[config.mk]
export PLATFORM = sky130hd
export DESIGN_NAME = mpmem
export DESIGN_NICKNAME = d
export VERILOG_FILES = /design/src/rtl/mpmem_pkg.sv /design/src/rtl/mpmem_rdport.sv /design/src/rtl/mpmem.sv
export SDC_FILE = /design/constraint.sdc
export NUM_CORES = 1
export LEC_CHECK = 0
export ABC_AREA = 1
export CAP_MARGIN = 0
export CORE_MARGIN = 8
export CORE_UTILIZATION = 36
export CTS_CLUSTER_DIAMETER = 30
export DETAILED_ROUTE_END_ITERATION = 8
export PLACE_DENSITY = 0.58
export RECOVER_POWER = 25
export SLEW_MARGIN = 30
export SYNTH_ARGS = -nofsm -noshare
export SYNTH_HDL_FRONTEND = slang
export SYNTH_SLANG_ARGS = --single-unit
[constraint.sdc]
create_clock -name clk -period 3.25 [get_ports clk]
set_input_delay 0.4875 -clock clk [delete_from_list [all_inputs] [get_ports clk]]
set_output_delay 0.4875 -clock clk [all_outputs]
set_load 0.1 [all_outputs]
[src/rtl/mpmem_pkg.sv]
// Shared definitions for the multi-port memory: latency legality, depth helper
// and the read-pipeline tag carried alongside the data in each port stage.
package mpmem_pkg;

    localparam int RD_LAT_MIN = 1;
    localparam int RD_LAT_MAX = 2;

    function automatic bit rd_lat_ok(input int lat);
        return (lat >= RD_LAT_MIN) && (lat <= RD_LAT_MAX);
    endfunction

    function automatic int depth_of(input int aw);
        return 1 << aw;
    endfunction

    // Control half of a read stage; the data half is sized by each port.
    typedef struct packed {
        logic valid;
        logic hit;
    } rd_tag_t;

endpackage

[src/rtl/mpmem_rdport.sv]
// One read port: issue capture, optional write-first bypass (MPMEM_BYPASS_EN)
// and RD_LAT register stages. Data and hit hold when no read is issued.
module mpmem_rdport
    import mpmem_pkg::*;
#(
    parameter int DW     = 4,
    parameter int AW     = 4,
    parameter int RD_LAT = 1
) (
    input  logic          clk,
    input  logic          rst,
    input  logic          re,
    input  logic [AW-1:0] ra,
    input  logic [DW-1:0] mem_rdata,
    input  logic          mem_hit,
    input  logic          we,
    input  logic [AW-1:0] wa,
    input  logic [DW-1:0] wd,
    output logic [DW-1:0] rd,
    output logic          rhit,
    output logic          rvalid
);

    typedef struct packed {
        rd_tag_t       tag;
        logic [DW-1:0] data;
    } rd_stage_t;

    rd_stage_t stg_q [RD_LAT];
    rd_stage_t stg_d;

    always_comb begin
        stg_d           = stg_q[0];
        stg_d.tag.valid = re;
        if (re) begin
            stg_d.tag.hit = mem_hit;
            stg_d.data    = mem_rdata;
`ifdef MPMEM_BYPASS_EN
            if (we && (wa == ra)) begin
                stg_d.tag.hit = 1'b1;
                stg_d.data    = wd;
            end
`endif
        end
    end

`ifndef MPMEM_BYPASS_EN
    logic unused_wr;
    assign unused_wr = ^{we, wa, wd};
`endif

    always_ff @(posedge clk or posedge rst) begin
        if (rst) begin
            for (int k = 0; k < RD_LAT; k++) stg_q[k] <= '0;
        end else begin
            stg_q[0] <= stg_d;
            for (int k = 1; k < RD_LAT; k++) stg_q[k] <= stg_q[k-1];
        end
    end

    assign rd     = stg_q[RD_LAT-1].data;
    assign rhit   = stg_q[RD_LAT-1].tag.hit;
    assign rvalid = stg_q[RD_LAT-1].tag.valid;

endmodule

[src/rtl/mpmem.sv]
// Single-clock memory, one write port, NR read ports, written-bitmap and fill
// count with synchronous clear. Define MPMEM_BYPASS_EN for write-first reads.
module mpmem
    import mpmem_pkg::*;
#(
    parameter int DW     = 4,
    parameter int AW     = 4,
    parameter int NR     = 2,
    parameter int RD_LAT = 1
) (
    input  logic             clk,
    input  logic             rst,
    input  logic             clr,
    input  logic             we,
    input  logic [AW-1:0]    wa,
    input  logic [DW-1:0]    wd,
    input  logic [NR-1:0]    re,
    input  logic [NR*AW-1:0] ra,
    output logic [NR*DW-1:0] rd,
    output logic [NR-1:0]    rvalid,
    output logic [NR-1:0]    rhit,
    output logic [AW:0]      fill
);

    localparam int DEPTH = depth_of(AW);

    if (!rd_lat_ok(RD_LAT)) begin : g_bad_lat
        $error("mpmem: RD_LAT must be 1 or 2");
    end

    logic [DW-1:0]    mem_q [DEPTH];
    logic [DEPTH-1:0] written_q, written_d;
    logic [AW:0]      fill_q, fill_d;

    // Storage is deliberately not reset; only the bitmap says what is valid.
    always_ff @(posedge clk) begin
        if (we && !rst) mem_q[wa] <= wd;
    end

    // Clear happens before the same-edge write marks its address.
    always_comb begin
        written_d = clr ? '0 : written_q;
        fill_d    = clr ? '0 : fill_q;
        if (we) begin
            if (!written_d[wa]) fill_d = fill_d + (AW+1)'(1);
            written_d[wa] = 1'b1;
        end
    end

    always_ff @(posedge clk or posedge rst) begin
        if (rst) begin
            written_q <= '0;
            fill_q    <= '0;
        end else begin
            written_q <= written_d;
            fill_q    <= fill_d;
        end
    end

    assign fill = fill_q;

    for (genvar i = 0; i < NR; i++) begin : g_rd
        mpmem_rdport #(
            .DW     (DW),
            .AW     (AW),
            .RD_LAT (RD_LAT)
        ) u_rdport (
            .clk       (clk),
            .rst       (rst),
            .re        (re[i]),
            .ra        (ra[i*AW +: AW]),
            .mem_rdata (mem_q[ra[i*AW +: AW]]),
            .mem_hit   (written_q[ra[i*AW +: AW]]),
            .we        (we),
            .wa        (wa),
            .wd        (wd),
            .rd        (rd[i*DW +: DW]),
            .rhit      (rhit[i]),
            .rvalid    (rvalid[i])
        );
    end

endmodule

==> metrics.txt <==
outcome=finished with violations; violations in the final reports=capacitance limit, slew limit; post-cts gate resize count=0; Root Driver=clkbuf_16; y dimension of the die=134 um; clock latency on the worst-skew pair=0.35 ns; commonest non-fill, non-tap cell in the layout=nor2_1; count of synthesis-stage warnings from yosys=0; Max Transition Viols Final=34; category of cells accounting for the largest share of critical-path delay=buffers and inverters; mean post-synth cell area=9.06 sq um; Setup TNS=0 ns; Final #Nets=601; data arrival time of the critical path=1.83 ns; die area=0.0180 sq mm; top area cells in the synthesized netlist=edfxtp_1, dfrtp_1, nor2_1; kind of start point of the critical path=flop; clock tree from TritonCTS=built; clock sink count=97; Cells after Synth=555; quantity of I/O buffers inserted on ports=38; First-pass DRT Iterations=5; pin count of the biggest net entering global routing=41; standard cell core area=0.0138 sq mm; Final setup viols=0; worst slew pin tran=1.76 ns; area delta synth->final=15.3%; total leakage power=0.00229 uW; Hold Fails Final Rpt=0; number of buffers created by CTS=9; quantity of hold-fixing buffers added after cts=0; largest clock skew in the final design=0.00702 ns; Synthesized Nets=578; initial core utilization=0.365; I/O Pins=39; global routing usage summed across all routing layers=0.167; Post-Route Hold Slack=0.482 ns; via count=4,231; buffers inserted during post-CTS setup optimization=0; combined area of the multi-input logic cells=0.00198 sq mm; Crit Path Class=flop to primary output; sequential cell area fraction in the yosys report=0.547; Slowest-stage cell, CP=clkdlybuf4s50_1; commonest non-fill, non-tap cells in the layout=nor2_1, nand2_1, edfxtp_1; Final Critical Period=2.32 ns; HPWL after detailed placement=10,400 um; mean number of vias per cell=5.55; number of diodes=0; crit path capture type=primary output; layout cells sized above 1=0.0669; number of antenna violations at the first check in global routing=0; Placement Rows=43; fill count=1,358; horizontal die dimension=134 um; Tcrit/Tclk final=0.713; leftover overflow at the end of global routing=0; buffer and inverter count on the worst path=1; Synth area leader=edfxtp_1; Routed WL=14,900 um; residual antenna-violating net count after detailed routing=0; clock slew at reported path FFs=0.07 ns; data required time of the worst path=2.76 ns; vias in the first global route=4,136; average wire per cell in the routed design=19.5 um; total of max-cap violations=1; CTS H-tree depth=3; unrepaired setup endpoints after global routing=no; weighted congestion reported at the end of routability-driven placement=0.872; upper clock frequency limit=0.431 GHz; number of distinct library cell variants in the gate-level netlist after synthesis=26; global-route wire length before repair=23,500 um; deepest clock path buffer count=2; biggest fanout along the worst timing path=2; slowest cell delay on critical path=1.14 ns; register cell area after layout=0.00275 sq mm; number of synthesized register bits=97; Netlist Area Pre-Place=0.00503 sq mm; normalized max-slew margin=-0.176; worst min path class=flop to flop; cell breakdown of the critical path=clkdlybuf4s50_1; power density normalized to cell area=511 mW/mm^2; Starting DRT DRC Count=375; fraction of post-synthesis cell area in the top cell type by area=0.382; remaining design rule violation count=0; VDD IR-drop max=233 uV
synth_stat cells:
master and count:
buf_6 3, o21ai_0 54, xnor2_1 1, nand3_1 27, buf_4 4, inv_1 30
ha_1 1, nor2_4 1, nor3_1 3, dfrtp_1 33, nand2_1 91, inv_4 1
a211oi_1 2, a21oi_4 1, o22ai_1 3, buf_2 1, o2bb2ai_1 1, nand2_2 5
clkbuf_1 27, o221ai_1 38, a21oi_1 2, nand4_1 5, edfxtp_1 64, nor2_1 117
clkinv_1 2, o21bai_1 38
final cells by class:
| cell class | instances | share of cell area |
|---|---|---|
| Sequential cell | 97 | 0.474 |
| Multi-Input combinational cell | 390 | 0.342 |
| Clock buffer | 9 | 0.0388 |
| Inverter | 33 | 0.0218 |
| Clock inverter | 7 | 0.0119 |
| Tap cell | 180 | 0.0388 |
| Timing Repair Buffer | 47 | 0.0727 |
metrics by stage:
stage / instances / worst slack, ns / utilization / instance area [sq um] / power, uW
2_1_floorplan: 555 / 0.919 / - / 5030 / 1760
3_3_place_gp: 747 / 0.787 / 0.400 / 5510 / 1910
3_5_place_dp: 747 / 0.718 / 0.400 / 5510 / 1920
4_1_cts: 763 / 0.914 / 0.421 / 5800 / 2970
5_1_grt: 763 / 0.542 / 0.421 / 5800 / 3070
6_report: 763 / 0.931 / 0.421 / 5800 / 2960
layer usage:
metal | part of all wire | up-vias | track usage
met3 | 0.055 | 22 | 0.0217
li1 | - | 1989 | -
met2 | 0.47 | 168 | 0.258
met4 | 0.024 | 0 | 0.0761
met5 | 0 | - | 0
met1 | 0.45 | 2052 | 0.230
where the power goes:
part / switching (uW) / internal, uW
Sequential: 23.9 / 1360
Combinational: 380 / 132
Clock: 472 / 597
Total: 876 / 2090
registers in the layout (all words and copies together) (netlist names):
name / cells
g_rd.u_rdport.rvalid: 2
g_rd.u_rdport.rhit: 2
mem_q: 64
g_rd.u_rdport.rd: 8
fill: 5
written_q: 16
worst paths after layout:
kind	from	to	slack, ns	cells after the start
max in group asynchronous	rst	written_q[13]$_DFF_PP0_	1.00	3
min in group asynchronous	rst	g_rd[1].u_rdport.rhit$_DFFE_PP0P_	1.23	3
setup / recovery	g_rd[0].u_rdport.rd[2]$_DFFE_PP0P_	rd[2]	0.93	1
hold reg to reg	g_rd[1].u_rdport.rhit$_DFFE_PP0P_	g_rd[1].u_rdport.rhit$_DFFE_PP0P_	0.48	2
hold / removal	g_rd[1].u_rdport.rhit$_DFFE_PP0P_	g_rd[1].u_rdport.rhit$_DFFE_PP0P_	0.48	2
setup reg to reg	written_q[4]$_DFF_PP0_	fill[2]$_DFF_PP0_	1.83	10
tightest hold or removal path: stages (launching register included):
cell,delay (ns)
dfrtp_1,0.34
nand2_1,0.06
nand2_1,0.05
cells by family after synthesis:
logic type               share of synthesized area
AND/OR/NAND/NOR                              0.200
AO/OA/AOI/OAI                                0.190
flip-flops                                   0.547
buffers and inverters                       0.0590
XOR/XNOR                                   0.00174
adder cells (fa/ha/maj)                    0.00249
Power figures use the tool's default switching activity.
